==> src/rtl/data_mem_ctrl.sv <==
// Load/store controller for a single-port synchronous SRAM of 19-bit words.
// Partial stores run as read-modify-write; wait states are set by WAIT_CYC.
module data_mem_ctrl #(
  parameter int unsigned ADDR_W   = 10,
  parameter int unsigned WAIT_CYC = 0
) (
  input  logic              clk,
  input  logic              reset_n,
  input  logic              req_i,
  input  logic [18:0]       addr_i,
  input  logic [1:0]        byte_en_i,
  input  logic              wr_i,
  input  logic [18:0]       wr_data_i,
  output logic [18:0]       rd_data_o,
  output logic              ready_o,
  output logic              err_o,
  output logic              sram_en_o,
  output logic              sram_we_o,
  output logic [ADDR_W-1:0] sram_addr_o,
  output logic [18:0]       sram_wdata_o,
  input  logic [18:0]       sram_rdata_i
);

  typedef enum logic [2:0] {
    StIdle,
    StRd,
    StRdWait,
    StWr,
    StWrWait,
    StResp
  } state_e;

  localparam logic [3:0] WaitInit = 4'(WAIT_CYC);

  state_e            state_q;
  logic [ADDR_W-1:0] addr_q;
  logic [1:0]        be_q;
  logic              wr_q;
  logic [18:0]       wdata_q;
  logic [18:0]       rdata_q;
  logic              rmw_q;
  logic              err_q;
  logic [3:0]        wait_cnt;
  logic              ready_q;
  logic              sram_en_q;
  logic              sram_we_q;
  logic [18:0]       sram_wdata_q;

  logic out_of_range;
  logic partial;

  assign out_of_range = (addr_i >> ADDR_W) != '0;
  assign partial      = ~byte_en_i[1];

  // Insert the store data into the old word; 2'b10 and 2'b11 replace the whole word.
  function automatic logic [18:0] merge(input logic [1:0]  be,
                                        input logic [18:0] old_w,
                                        input logic [18:0] new_w);
    logic [18:0] res;
    case (be)
      2'b00:   res = {old_w[18:8], new_w[7:0]};
      2'b01:   res = {old_w[18:16], new_w[15:0]};
      default: res = new_w;
    endcase
    return res;
  endfunction

  always_ff @(posedge clk) begin
    if (reset_n) begin
      state_q      <= StIdle;
      addr_q       <= '0;
      be_q         <= '0;
      wr_q         <= 1'b0;
      wdata_q      <= '0;
      rdata_q      <= '0;
      rmw_q        <= 1'b0;
      err_q        <= 1'b0;
      wait_cnt     <= '0;
      ready_q      <= 1'b0;
      sram_en_q    <= 1'b0;
      sram_we_q    <= 1'b0;
      sram_wdata_q <= '0;
    end else begin
      // Strobes and the completion pulse last one cycle unless a transition re-asserts them.
      ready_q      <= 1'b0;
      sram_en_q    <= 1'b0;
      sram_we_q    <= 1'b0;
      sram_wdata_q <= '0;
      case (state_q)
        StIdle: begin
          if (req_i) begin
            addr_q  <= addr_i[ADDR_W-1:0];
            be_q    <= byte_en_i;
            wr_q    <= wr_i;
            wdata_q <= wr_data_i;
            if (out_of_range) begin
              err_q   <= 1'b1;
              ready_q <= 1'b1;
              state_q <= StResp;
            end else if (!wr_i || partial) begin
              rmw_q     <= wr_i;
              sram_en_q <= 1'b1;
              state_q   <= StRd;
            end else begin
              sram_en_q    <= 1'b1;
              sram_we_q    <= 1'b1;
              sram_wdata_q <= wr_data_i;
              state_q      <= StWr;
            end
          end
        end
        StRd: begin
          wait_cnt <= WaitInit;
          state_q  <= StRdWait;
        end
        StRdWait: begin
          if (wait_cnt == 4'd0) begin
            rdata_q <= sram_rdata_i;
            if (rmw_q) begin
              sram_en_q    <= 1'b1;
              sram_we_q    <= 1'b1;
              sram_wdata_q <= merge(be_q, sram_rdata_i, wdata_q);
              state_q      <= StWr;
            end else begin
              ready_q <= 1'b1;
              state_q <= StResp;
            end
          end else begin
            wait_cnt <= wait_cnt - 4'd1;
          end
        end
        StWr: begin
          if (WaitInit == 4'd0) begin
            ready_q <= 1'b1;
            state_q <= StResp;
          end else begin
            wait_cnt <= WaitInit;
            state_q  <= StWrWait;
          end
        end
        StWrWait: begin
          wait_cnt <= wait_cnt - 4'd1;
          if (wait_cnt <= 4'd1) begin
            ready_q <= 1'b1;
            state_q <= StResp;
          end
        end
        StResp: begin
          rmw_q   <= 1'b0;
          err_q   <= 1'b0;
          state_q <= StIdle;
        end
        default: state_q <= StIdle;
      endcase
    end
  end

  assign ready_o      = ready_q;
  assign err_o        = ready_q & err_q;
  assign rd_data_o    = (ready_q && !wr_q && !err_q) ? rdata_q : '0;
  assign sram_en_o    = sram_en_q;
  assign sram_we_o    = sram_we_q;
  assign sram_addr_o  = addr_q;
  assign sram_wdata_o = sram_wdata_q;

endmodule
==> config.mk <==
export PLATFORM = sky130hd
export DESIGN_NAME = data_mem_ctrl
export DESIGN_NICKNAME = d
export VERILOG_FILES = /design/src/rtl/data_mem_ctrl.sv
export SDC_FILE = /design/constraint.sdc
export NUM_CORES = 1
export LEC_CHECK = 0
export CAP_MARGIN = 20
export CORE_ASPECT_RATIO = 1.1
export CORE_MARGIN = 2
export CORE_UTILIZATION = 45
export DETAILED_ROUTE_END_ITERATION = 12
export DONT_BUFFER_PORTS = 1
export PLACE_DENSITY = 0.63
export SLEW_MARGIN = 0
export SYNTH_ARGS = -nofsm -noshare
export SYNTH_HDL_FRONTEND = slang
export SYNTH_SLANG_ARGS = --single-unit
==> constraint.sdc <==
create_clock -name clk -period 1.8 [get_ports clk]
set_input_delay 0.27 -clock clk [delete_from_list [all_inputs] [get_ports clk]]
set_output_delay 0.27 -clock clk [all_outputs]
set_load 0.03 [all_outputs]
---- After elaboration in Yosys (flattened, before gate mapping) ----
Index checks and enable logic that the tools add are counted.
word-level totals
  input port bits ......................... 63
  register bits ........................... 82
  word-level logic and storage cells ...... 87
operators by class
  add/sub/neg operators ................... 1
  multiplexer cells ....................... 39
  order comparisons ....................... 1
  reductions and logical operators ........ 18
  bitwise gates (word level) .............. 2
  equal/unequal tests ..................... 13
operator list
  kind                                                                              number
  19-bit 2-to-1 mux                                                                 6
  19-bit case mux with 2 select lines                                               2
  19-bit nonzero test                                                               1
  1-bit 2-to-1 mux                                                                  17
  3-bit 2-to-1 mux                                                                  5
  3-bit case mux with 5 select lines                                                1
  2-bit != test, second input constant                                              7
  4-bit case mux with 3 select lines                                                1
  1-bit case mux with 2 select lines                                                4
  3-bit by 2-bit equality test with 1-bit output, second input constant             2
  3-bit equality test, second input constant                                        2
  2-bit AND reduction                                                               3
  3-bit AND reduction                                                               2
  4-bit by 1-bit less-or-equal comparator with 1-bit output, second input constant  1
  4-bit logical NOT                                                                 1
  4-bit 2-to-1 mux                                                                  1
  1-bit case mux with 4 select lines                                                1
  4-bit AND reduction                                                               1
  4-bit by 1-bit subtractor with 4-bit output, second input constant                1
  3-bit by 1-bit equality test with 1-bit output, second input constant             1
  1-bit logical NOT                                                                 3
  3-bit logical NOT                                                                 1
  3-bit nonzero test                                                                1
  2-bit by 1-bit equality test with 1-bit output, second input constant             1
  7 further kinds                                                                   8

---- Longest topological paths before layout ----
  depth in word-level cells ............... 6
  gate-level depth with buffers ........... 7
  gate-level depth less buffers ........... 6

---- Least setup slack after synthesis ----
Ideal clock, no wire load.
  path kind ............................... flip-flop to output port
  from .................................... reg ready_q, in the netlist ready_o
  to ...................................... out rd_data_o[10]
  cell stages (with the launch flop) ...... 4
  data arrival time ....................... 1.564 ns
  slack ................................... -0.034 ns
  cells stage by stage .................... dfxtp_1 > nor3b_1 > clkbuf_1 > and2_1
on the way
  cells in the longest elaborated chain, start to end .. 3
ends and longest elaborated chain
  what                            line  RTL
  from (decl)                     44    logic ready_q;
  from (signal assigned)          79    ready_q <= 1'b0;
  from (signal assigned)          85    ready_q <= 1'b0;
  from (signal assigned)          98    ready_q <= 1'b1;
  1-bit logical AND (2 in a row)  160   assign rd_data_o = (ready_q && !wr_q && !err_q) ? rdata_q : '0;
  19-bit 2-to-1 mux               160
  to (decl)                       14    output logic [18:0] rd_data_o,
Every way passes these cells.

---- Worst setup path in the final report ----
  from .................................... reg wait_cnt[1]
  to ...................................... reg sram_wdata_q[1], in the netlist sram_wdata_o[1]
on the way
  cells in the longest elaborated chain, start to end .. 3
ends and longest elaborated chain
  what                                 line  RTL
  from (decl)                          43    logic [3:0] wait_cnt;
  from (signal assigned)               113   wait_cnt <= WaitInit;
  from (signal assigned)               129   wait_cnt <= wait_cnt - 4'd1;
  from (signal assigned)               137   wait_cnt <= WaitInit;
  4-bit logical NOT                    117   if (wait_cnt == 4'd0) begin
  19-bit 2-to-1 mux                    117
  19-bit case mux with 2 select lines  89    case (state_q)
  to (signal assigned)                 107   sram_wdata_q <= wr_data_i;
  to (signal assigned)                 122   sram_wdata_q <= merge(be_q, sram_rdata_i, wdata_q);
  to (decl)                            47    logic [18:0] sram_wdata_q;
Every way passes these cells.
A chain may end at the register's enable or synchronous reset.

==> impl_results.md <==
* Placed Instance Area at 3563 um2
* Critical Path AT at approximately 2.1 ns
* Leading area contributor after synthesis: dfxtp_1
* CP peak stage delay at 0.40 ns
* Inserted Clock Buffers at 9
* Most common cell in the netlist: nand2_1
* NetSw at 1.885 mW
* Vias at 2,784
* Final setup violation count at 0
* R2R cell count at 7
* Hold Crit Start: addr_i[0]
* Starting Density at between 40 and 50%
* CP Max Fanout at 8
* Grt ovf at 0
* Unique masters post-synth at 47
* Crit path buf inv count at 2
* Worst path required time at 2.09 ns
* Wire per inst at 16.18 um
* Maxcap violations at 0
* Share of cells above drive strength 1 at 20.28%
* Die height at 93.45 um
* Syn nets at 450
* Clk pin slew, worst setup/hold paths at about 0.090 ns
* Drt drc at 0
* Clk pwr share at 26.9%
* Worst skew pair latency at 0.36 ns
* Relative slew slack at 67.35%
* Clock Path Buffers at 2
* Post-route clock period utilization at 99.70%
* Vias in the first global route at 2,659
* Setup Skew at 0.009952 ns
* Largest delay contributor family on the critical path: simple AND/OR/NAND/NOR gates
* IO buf count at 0
* Final setup TNS at 0 ns
* Warnings, synthesis at 0
* Initial drt markers at 130
* Initial antenna violation count at 0
* Reg2reg setup slack at between 0.005 and 0.006 ns
* Core Box Area at about 7000 um2
* Hold Slack at ~0.039 ns
* CTS tree: yes
* Pleak at approximately 1.5 nW
* Final hold viol count at 0
* Dpl hpwl at 5471 um
* VDD IR-drop max at 0.8137 mV
* Top post-synthesis cells by area: dfxtp_1 50%, nand2_1 12%, a21oi_1 8.6%, and2_1 4.0%, mux2i_1 3.4%
* Maximum clock rate at 557.2 MHz
* Final max-slew violation count at 0
* CTS root buf: clkbuf_8
* RSZ-0062 raised after global routing: yes
* Antenna cells at 0
* Tot GR Track Use at 20.37%
* # rows at 32
* Outcome: finished clean
* First-pass GRT wire length at 12,710 um
* Commonest cells in the netlist: 104 x nand2_1, 82 x dfxtp_1, 56 x a21oi_1
* Chip width at ~85 um
* Net Sw Frac at 34.56%
* Top_reg_cell synth: dfxtp_1
* Power Density at 1370 nW/um2
* Die ar. at 7973 um2
* Sequential fraction of the synthesis area at 50.15%
* NumNets Final at 484
* HP Class: in2reg
* FF-to-FF Start: wait_cnt[1]
* EDFF count, synth at 0
* WL final at 8237 um
* Number of H-tree levels at 3
* Cells along the critical path: inv_2 > ha_4 > or3b_4 > nor4_4 > buf_6 > and3_4 > o2bb2ai_2
* Detail Route Antenna Nets at 0
* Sequential share of power at approximately 43%
* # IOs at 115
* Post-Syn Area per Cell at about 8.5 um2
* Int Pwr at 3.569 mW
* CP Class: reg2reg
* Post-Syn Instances at between 300 and 400
* Pin count of the biggest net entering global routing at 64
* RR Endpoint: sram_wdata_o[1]
* Combinational share of power at a little under a third
* Startpoint Class: flop
* Fill cells at 651
* Ys async rst share at 0%
* CP endpoint kind: flop
* RD Place Congestion at 0.8521
* Final instance area at around 4000 um2
* TritonCTS Sinks at a little over 80
* Cell area after synthesis at roughly 3300 um2
* Post-synthesis register bit count at approximately 80
* DR pass1 iterations at 4
* Total power at 5.454 mW
* Slew @ Worst Pin at 0.4880 ns
* Hold path cells at 2
* Slowest CP cell: or3b_4
* Via density at 5.470
* Top-area cell type share of the netlist area at 50.15%
* Final min period at 1.795 ns
* Area delta synth->final at 21.64%
* Hold Path End: sram_addr_o[0]
area by class of cell:
type | count | area [um2] | area share [%]
tap | 85 | 106.4 | 2.671
clock buffer | 10 | 127.6 | 3.206
timing repair buffer | 48 | 397.9 | 9.994
multi-input combinational | 271 | 1588 | 39.88
clock inverter | 6 | 91.34 | 2.294
sequential | 82 | 1644 | 41.29
inverter | 7 | 26.28 | 0.6600
power by group through the flow:
stage / clock network (mW) / registers [mW] / logic (mW)
global placement: 0 / 2.34 / 1.39
finish: 1.46 / 2.33 / 1.66
detailed placement: 0 / 2.35 / 1.43
floorplan: 0 / 2.30 / 1.05
global route: 1.59 / 2.36 / 1.84
CTS: 1.49 / 2.31 / 1.44
per-layer routing:
metal	vias up	share of wire [%]	wire [um]	global-route usage, %
li1	1389	-	-	-
met1	1282	42	3450	24.23
met2	95	48	3977	33.72
met3	18	7.2	591	4.678
met4	0	2.6	218	11.38
met5	-	0	0	0
per-stage QoR:
step                worst slack, ns  std cells  utilization [%]
global route               -0.05172        509            56.50
floorplan                    0.1131        385                -
CTS                        -0.01894        500            53.69
global placement          -0.003902        484            50.57
finish                     0.005387        509            56.50
detailed placement         -0.08503        484            50.57
worst reg2reg max path, cell delays in order, from the launching register on:
cell and delay, ns:
dfxtp_2 0.33, inv_2 0.07, ha_4 0.12, or3b_4 0.40, nor4_4 0.23, buf_6 0.17
and3_4 0.29, o2bb2ai_2 0.12
registers in the layout, indices dropped and copies added, names as in the netlist:
name          cells
wr_q              1
err_q             1
rmw_q             1
state_q           3
ready_o           1
rdata_q          19
sram_wdata_o     19
sram_addr_o      10
wdata_q          19
sram_we_o         1
wait_cnt          4
be_q              2
sram_en_o         1
what timing repair did:
item,4_1_cts,5_1_grt
endpoints found under the hold margin,54,54
setup buffers,0,5
pin swaps,0,3
endpoints found under the setup margin,27,39
gates resized for setup,1,26
gates cloned,0,2
cells in the final DEF, fill, tap and decap left out, types with 3 or more instances in the layout:
cell	n
nand2_1	104
dfxtp_1	80
a21oi_1	56
buf_4	42
and2_1	21
o22ai_1	12
mux2i_1	11
clkbuf_8	9
nor2_1	8
o2bb2ai_2	8
inv_1	5
nor3_1	4
nand3_1	4
buf_6	4
nor2b_1	3
or3_1	3
clkinv_4	3
cell families (layout without fill, tap and decap cells):
group	after synthesis	after routing	synth area share [%]
AO/OA/AOI/OAI	97	97	18.04
multiplexers	11	11	3.364
adder cells (fa/ha/maj)	2	2	0.7644
flip-flops	82	82	50.15
buffers and inverters	32	71	4.473
AND/OR/NAND/NOR	161	161	23.20
worst max-delay path by stage:
stage	endpoint	start	cells past startpoint
CTS	rdata_q[12]	wait_cnt[1]	7
global placement	sram_wdata_o[5]	wait_cnt[1]	6
floorplan	wait_cnt[3]	wait_cnt[0]	6
finish	sram_wdata_o[1]	wait_cnt[1]	7
detailed placement	sram_wdata_o[6]	wait_cnt[1]	6
global route	sram_wdata_o[6]	wait_cnt[1]	7
No activity file was read; power rests on OpenSTA's default activity.
